===== src/rtl/battle_round_timer_pkg.sv =====
// Shared definitions for the battle round timer: FSM states and parameter defaults.
package battle_round_timer_pkg;

   localparam int unsigned CLK_HZ_DEFAULT    = 50_000_000;
   localparam int unsigned ROUND_SEC_DEFAULT = 60;
   localparam int unsigned WARN_SEC_DEFAULT  = 10;
   localparam int unsigned SEC_W_DEFAULT     = 8;

   typedef enum logic [1:0] {
      StIdle,
      StRun,
      StPaused,
      StExpired
   } state_e;

endpackage


===== src/rtl/battle_round_timer_sec_prescaler.sv =====
// Seconds prescaler: counts enabled cycles 0..CLK_HZ-1 and flags the terminal count.
// tick is combinational so the owner can register it together with its own state.
module sec_prescaler #(
   parameter int unsigned CLK_HZ = battle_round_timer_pkg::CLK_HZ_DEFAULT
) (
   input  logic clk,
   input  logic reset,
   input  logic clr,
   input  logic en,
   output logic tick
);

   localparam int unsigned CNT_W = $clog2(CLK_HZ);
   localparam logic [CNT_W-1:0] LAST = CNT_W'(CLK_HZ - 1);

   if (CLK_HZ < 2) begin : g_bad_clk_hz
      $error("sec_prescaler: CLK_HZ must be >= 2");
   end

   logic [CNT_W-1:0] cnt_q, cnt_d;

   // Terminal count only counts as a tick on an enabled, non-cleared edge
   assign tick = en & ~clr & (cnt_q == LAST);

   // Next count: clear wins, otherwise advance and wrap while enabled
   always_comb begin
      cnt_d = cnt_q;
      if (clr) begin
         cnt_d = '0;
      end else if (en) begin
         cnt_d = (cnt_q == LAST) ? '0 : cnt_q + 1'b1;
      end
   end

   // Count register
   always_ff @(posedge clk or negedge reset) begin
      if (!reset) begin
         cnt_q <= '0;
      end else begin
         cnt_q <= cnt_d;
      end
   end

endmodule


===== src/rtl/battle_round_timer.sv =====
// Battle round countdown timer with pause, warning window and sticky expiry flag.
module battle_round_timer
   import battle_round_timer_pkg::*;
#(
   parameter int unsigned CLK_HZ    = CLK_HZ_DEFAULT,
   parameter int unsigned ROUND_SEC = ROUND_SEC_DEFAULT,
   parameter int unsigned WARN_SEC  = WARN_SEC_DEFAULT,
   parameter int unsigned SEC_W     = SEC_W_DEFAULT
) (
   input  logic             clk,
   input  logic             reset,
   input  logic             battle,
   input  logic             pause,
   input  logic             restart,
   output logic             sec_tick,
   output logic [SEC_W-1:0] sec_left,
   output logic             warning,
   output logic             timer,
   output logic             expired_pulse
);

   if (SEC_W < 1 || SEC_W > 31) begin : g_bad_sec_w
      $error("battle_round_timer: SEC_W must be 1..31");
   end
   if (ROUND_SEC < 1 || (ROUND_SEC >> SEC_W) != 0) begin : g_bad_round_sec
      $error("battle_round_timer: ROUND_SEC must be 1..2^SEC_W-1");
   end
   if (WARN_SEC > ROUND_SEC) begin : g_bad_warn_sec
      $error("battle_round_timer: WARN_SEC must be <= ROUND_SEC");
   end

   localparam logic [SEC_W-1:0] ROUND_V = SEC_W'(ROUND_SEC);
   localparam logic [SEC_W-1:0] WARN_V  = SEC_W'(WARN_SEC);
   localparam logic [SEC_W-1:0] ONE     = SEC_W'(1);

   state_e           state_q, state_d;
   logic [SEC_W-1:0] sec_left_q, sec_left_d;
   logic             sec_tick_q, sec_tick_d;
   logic             warning_q, warning_d;
   logic             timer_q, timer_d;
   logic             pulse_q, pulse_d;

   logic go;
   logic pre_clr;
   logic pre_en;
   logic pre_tick;

   assign go      = battle & ~pause;
   // Prescaler is held at zero in IDLE so every round starts on a fresh second
   assign pre_clr = restart | (state_q == StIdle);
   // Counting happens on every go edge once the round is live, including the edge
   // that leaves PAUSED, so each held cycle delays expiry by exactly one cycle
   assign pre_en  = go & ~restart & ((state_q == StRun) | (state_q == StPaused));

   sec_prescaler #(
      .CLK_HZ(CLK_HZ)
   ) u_sec_prescaler (
      .clk  (clk),
      .reset(reset),
      .clr  (pre_clr),
      .en   (pre_en),
      .tick (pre_tick)
   );

   // Next-state and registered-output logic; restart overrides everything
   always_comb begin
      state_d    = state_q;
      sec_left_d = sec_left_q;
      timer_d    = timer_q;
      sec_tick_d = 1'b0;
      pulse_d    = 1'b0;

      if (restart) begin
         state_d    = StIdle;
         sec_left_d = ROUND_V;
         timer_d    = 1'b0;
      end else begin
         unique case (state_q)
            StIdle: begin
               sec_left_d = ROUND_V;
               if (go) state_d = StRun;
            end
            StRun, StPaused: begin
               state_d = go ? StRun : StPaused;
               if (pre_tick) begin
                  sec_tick_d = 1'b1;
                  if (sec_left_q <= ONE) begin
                     sec_left_d = '0;
                     state_d    = StExpired;
                     timer_d    = 1'b1;
                     pulse_d    = 1'b1;
                  end else begin
                     sec_left_d = sec_left_q - ONE;
                  end
               end
            end
            StExpired: begin
               sec_left_d = '0;
               timer_d    = 1'b1;
            end
            default: begin
               state_d    = StIdle;
               sec_left_d = ROUND_V;
               timer_d    = 1'b0;
            end
         endcase
      end

      // Computed from next values so the registered flag lines up with sec_left
      warning_d = ((state_d == StRun) || (state_d == StPaused)) &&
                  (sec_left_d != '0) && (sec_left_d <= WARN_V);
   end

   // State and output registers
   always_ff @(posedge clk or negedge reset) begin
      if (!reset) begin
         state_q    <= StIdle;
         sec_left_q <= ROUND_V;
         sec_tick_q <= 1'b0;
         warning_q  <= 1'b0;
         timer_q    <= 1'b0;
         pulse_q    <= 1'b0;
      end else begin
         state_q    <= state_d;
         sec_left_q <= sec_left_d;
         sec_tick_q <= sec_tick_d;
         warning_q  <= warning_d;
         timer_q    <= timer_d;
         pulse_q    <= pulse_d;
      end
   end

   assign sec_tick      = sec_tick_q;
   assign sec_left      = sec_left_q;
   assign warning       = warning_q;
   assign timer         = timer_q;
   assign expired_pulse = pulse_q;

endmodule


===== config.mk =====
export PLATFORM = sky130hd
export DESIGN_NAME = battle_round_timer
export DESIGN_NICKNAME = d
export VERILOG_FILES = /design/src/rtl/battle_round_timer_pkg.sv /design/src/rtl/battle_round_timer_sec_prescaler.sv /design/src/rtl/battle_round_timer.sv
export SDC_FILE = /design/constraint.sdc
export NUM_CORES = 1
export LEC_CHECK = 0
export BUFFER_PORTS_ARGS = -buffer_cell sky130_fd_sc_hd__buf_4
export CORE_MARGIN = 5
export CORE_UTILIZATION = 37
export CTS_CLUSTER_SIZE = 25
export DETAILED_ROUTE_END_ITERATION = 10
export PLACE_DENSITY_LB_ADDON = 0.2
export SYNTH_ARGS = -nofsm -noshare
export SYNTH_HDL_FRONTEND = slang
export SYNTH_SLANG_ARGS = --single-unit
export TNS_END_PERCENT = 1

===== constraint.sdc =====
create_clock -name clk -period 2.6 [get_ports clk]
set_input_delay 0.39 -clock clk [delete_from_list [all_inputs] [get_ports clk]]
set_output_delay 0.39 -clock clk [all_outputs]
set_load 0.005 [all_outputs]

==> reports/results.md <==
Run status
- run status: complete, no violations

Route
- via count: 2081
- number of nets with antenna violations after routing: 0
- Routed Wire Length: 5.601 mm
- Routed WL per cell: 14.78 µm
- count of routing violations after the opening detailed-route iteration: 64
- post-detailed-route via-to-cell ratio: 5.491
- drc violations: 0
- router iterations before antenna repair: 4

Yosys
- cell types with the largest area share after synthesis: sky130_fd_sc_hd__dfrtp_1 (38%), sky130_fd_sc_hd__o21ai_0 (7.7%), sky130_fd_sc_hd__nand2_1 (4.7%), sky130_fd_sc_hd__dfstp_2 (4.4%), sky130_fd_sc_hd__nor2_1 (3.6%)
- number of distinct library cell variants in the gate-level netlist after synthesis: 50
- total of warnings raised by yosys: 0
- cell type with the largest total area after synthesis: sky130_fd_sc_hd__dfrtp_1
- fraction of the yosys area taken by sequential cells: 42.09%
- fraction of registers with async set or reset after synthesis: 100.0%
- synthesis-stage register bit count: 40
- Gate Count Post-Synth: 263
- Post-Synthesis Mean Instance Area: 9.087 µm²
- portion of synthesized cell area occupied by the leading cell type: 37.70%
- Net Count, Synth: 273
- number of flops mapped to enable cells by yosys: 0
- primary flip-flop cell chosen by synthesis mapping: sky130_fd_sc_hd__dfrtp_1
- cell area after synthesis: 2390 µm²

Global routing
- initial antenna violation count: 0
- pin count of the biggest net entering global routing: 41
- first-pass GRT wire length: 10.18 mm
- number of global-route vias before repair: 2028
- Overflow after GRT: 0
- GRT Overall Usage: 14.76%

Job
- number of violations of the max-capacitance limit: 0

Critical path
- Critical Path End Type: flip-flop
- critical path launch point type: flip-flop
- worst setup path start: state_q[1]
- Worst Path Required: 2810 ps
- Critical Path Fanout Max: 3
- startpoint of the worst-slack reg-to-reg timing path: state_q[1]
- crit path kind: flip-flop to flip-flop
- worst endpoint data arrival time: 2770 ps

Hold path
- Hold Path Class: primary input to asynchronous set/reset pin

Die
- number of placed I/O pins: 17
- total number of placement rows: 29
- core outline area: 6314 µm²
- Die Y-Extent: 90.37 µm
- die outline width: 90.37 µm
- overall die area: 8166 µm²
- initial core utilization: 37.85%

Timing
- RSZ-0062 raised after global routing: true
- transition time of the tightest slew-check pin: 786.0 ps
- Slew Limit Headroom: 47.41%
- Total Neg Setup Slack: 0 ps
- Final Setup Violations: 0
- hold slack final: 57.56 ps
- Fin. Hold Viols: 0
- Max Slew Vio Count: 0
- final critical path time including I/O delays and setup: 2558 ps
- post-route clock period utilization: 98.38%
- maximum achievable frequency: 390.9 MHz
- post-route clock skew: 7.732 ps

Power and ir drop
- static leakage: 1.233 nW
- worst ir drop on vdd: 0.2590 mV
- cell area power density: 458.8 nW/µm²

CTS
- number of buffers added by the clock tree synthesis step: 5
- level count of the clock H-tree: 2
- buffer depth of the longest clock path: 2
- clock net sink count: 40
- root buffer selected by CTS: sky130_fd_sc_hd__clkbuf_8
- Post-CTS Hold Fix Bufs: 0
- CTS clk-pin slew, worst paths: 80 ps
- TritonCTS clock tree: done
- insertion delay to the later sink of the worst-skew pair: 290 ps

Place
- number of placed cells counting well taps: 369
- Port Buffers: 16
- placed wire-length estimate after detailed placement: 4.089 mm
- routability congestion estimate: 0.7855

Cells and area
- antenna diode count: 0
- layout overhead on the synthesized area: 21.15%
- Final Non-Filler Cells: 379
- fraction of layout cells with a size suffix above 1: 23.18%
- Layout Nets: 311

==> metal layers <==
layer	up-vias	GRT usage [%]	part of all wire (%)
li1	1037	-	-
met4	0	3.970	1.2
met3	7	2.833	3.2
met1	1011	21.11	49
met2	26	22.74	46
met5	-	0	0
==> report_power, final <==
group / internal, mW / switching, mW / leakage, nW
Combinational: 0.0993 / 0.118 / 0.646
Clock: 0.215 / 0.229 / 0.0434
Sequential: 0.646 / 0.0213 / 0.544
==> cells in the final DEF, fill, tap and decap left out, types with 6 or more instances in the layout <==
cell,Yosys,layout
sky130_fd_sc_hd__or3_1,6,6
sky130_fd_sc_hd__clkbuf_8,0,6
sky130_fd_sc_hd__nor4_1,7,7
sky130_fd_sc_hd__o21ai_0,37,36
sky130_fd_sc_hd__buf_4,0,37
sky130_fd_sc_hd__o31ai_1,7,7
sky130_fd_sc_hd__xor2_1,7,7
sky130_fd_sc_hd__a21oi_1,7,7
sky130_fd_sc_hd__nor2_1,23,23
sky130_fd_sc_hd__nand2_1,30,30
sky130_fd_sc_hd__dfrtp_1,36,36
sky130_fd_sc_hd__nand3_1,14,14
sky130_fd_sc_hd__mux2i_1,7,7
sky130_fd_sc_hd__nand4_1,6,6
==> synthesized netlist by cell type, types with 7 or more instances <==
| cell type | count |
|---|---|
| sky130_fd_sc_hd__a21oi_1 | 7 |
| sky130_fd_sc_hd__dfrtp_1 | 36 |
| sky130_fd_sc_hd__inv_1 | 7 |
| sky130_fd_sc_hd__mux2i_1 | 7 |
| sky130_fd_sc_hd__nand2_1 | 30 |
| sky130_fd_sc_hd__nand3_1 | 14 |
| sky130_fd_sc_hd__nor2_1 | 23 |
| sky130_fd_sc_hd__nor4_1 | 7 |
| sky130_fd_sc_hd__o21ai_0 | 37 |
| sky130_fd_sc_hd__o31ai_1 | 7 |
| sky130_fd_sc_hd__xor2_1 | 7 |
==> kinds of logic (layout without fill, tap and decap cells) <==
logic type,Yosys count,in the layout,synth area share [%]
AOI/OAI and AO/OA,59,59,14.19
xor gates and xnor gates,10,10,3.665
adders and majority gates,5,5,2.618
buffers and inverters,15,54,2.775
DFF,40,40,42.09
muxes,7,7,2.932
and+or+nand+nor,127,127,31.73
==> path summary, 6_finish.rpt <==
kind | slack [ps] | endpoint | cells after the start
max | 40 | warning | 9
min | 60 | u_sec_prescaler.cnt_q[13] | 1
max reg2reg | 40 | warning | 9
min reg2reg | 520 | timer | 2
max in group asynchronous | 2160 | sec_left[4] | 1
min in group clk | 450 | timer | 3
==> final cells by class <==
cell class                 count  area [µm²]
clock buffer                   6       82.58
clock inverter                 2       15.01
fill                         645        3418
inverter                       7       26.28
multi-input combinational    208        1351
sequential                    40        1006
tap                           77       96.34
timing repair buffer          39       317.8
==> per-stage QoR <==
stage | utilization, % | power [mW] | worst slack, ps | instance area (µm²)
2_1_floorplan | - | 0.7938 | 47.81 | 2409
3_3_place_gp | 43.92 | 0.8900 | 86.74 | 2773
3_5_place_dp | 43.92 | 0.8906 | 50.58 | 2773
4_1_cts | 45.56 | 1.337 | 5.930 | 2877
5_1_grt | 45.86 | 1.395 | -124.4 | 2895
6_report | 45.86 | 1.328 | 42.05 | 2895
==> repair_timing <==
action	4_1_cts	5_1_grt
setup endpoints to repair	1	1
resized for setup	1	2
pin swaps	2	4
buffers inserted	0	2
==> flip-flops by register name, indices dropped and copies added, names as in the netlist <==
signal and count:
expired_pulse 1, u_sec_prescaler.cnt_q 26, sec_tick 1, sec_left 8, state_q 2, timer 1, warning 1
==> critical path, cell delays in order, from the launching register on <==
cell,delay [ps]
sky130_fd_sc_hd__dfrtp_1,390
sky130_fd_sc_hd__inv_2,50
sky130_fd_sc_hd__ha_4,260
sky130_fd_sc_hd__nor3b_4,180
sky130_fd_sc_hd__nand4_1,210
sky130_fd_sc_hd__nor4bb_2,370
sky130_fd_sc_hd__mux2i_1,230
sky130_fd_sc_hd__o21ai_1,110
sky130_fd_sc_hd__or4_4,540
sky130_fd_sc_hd__nor4_2,130
No activity file was read; power rests on OpenSTA's default activity.
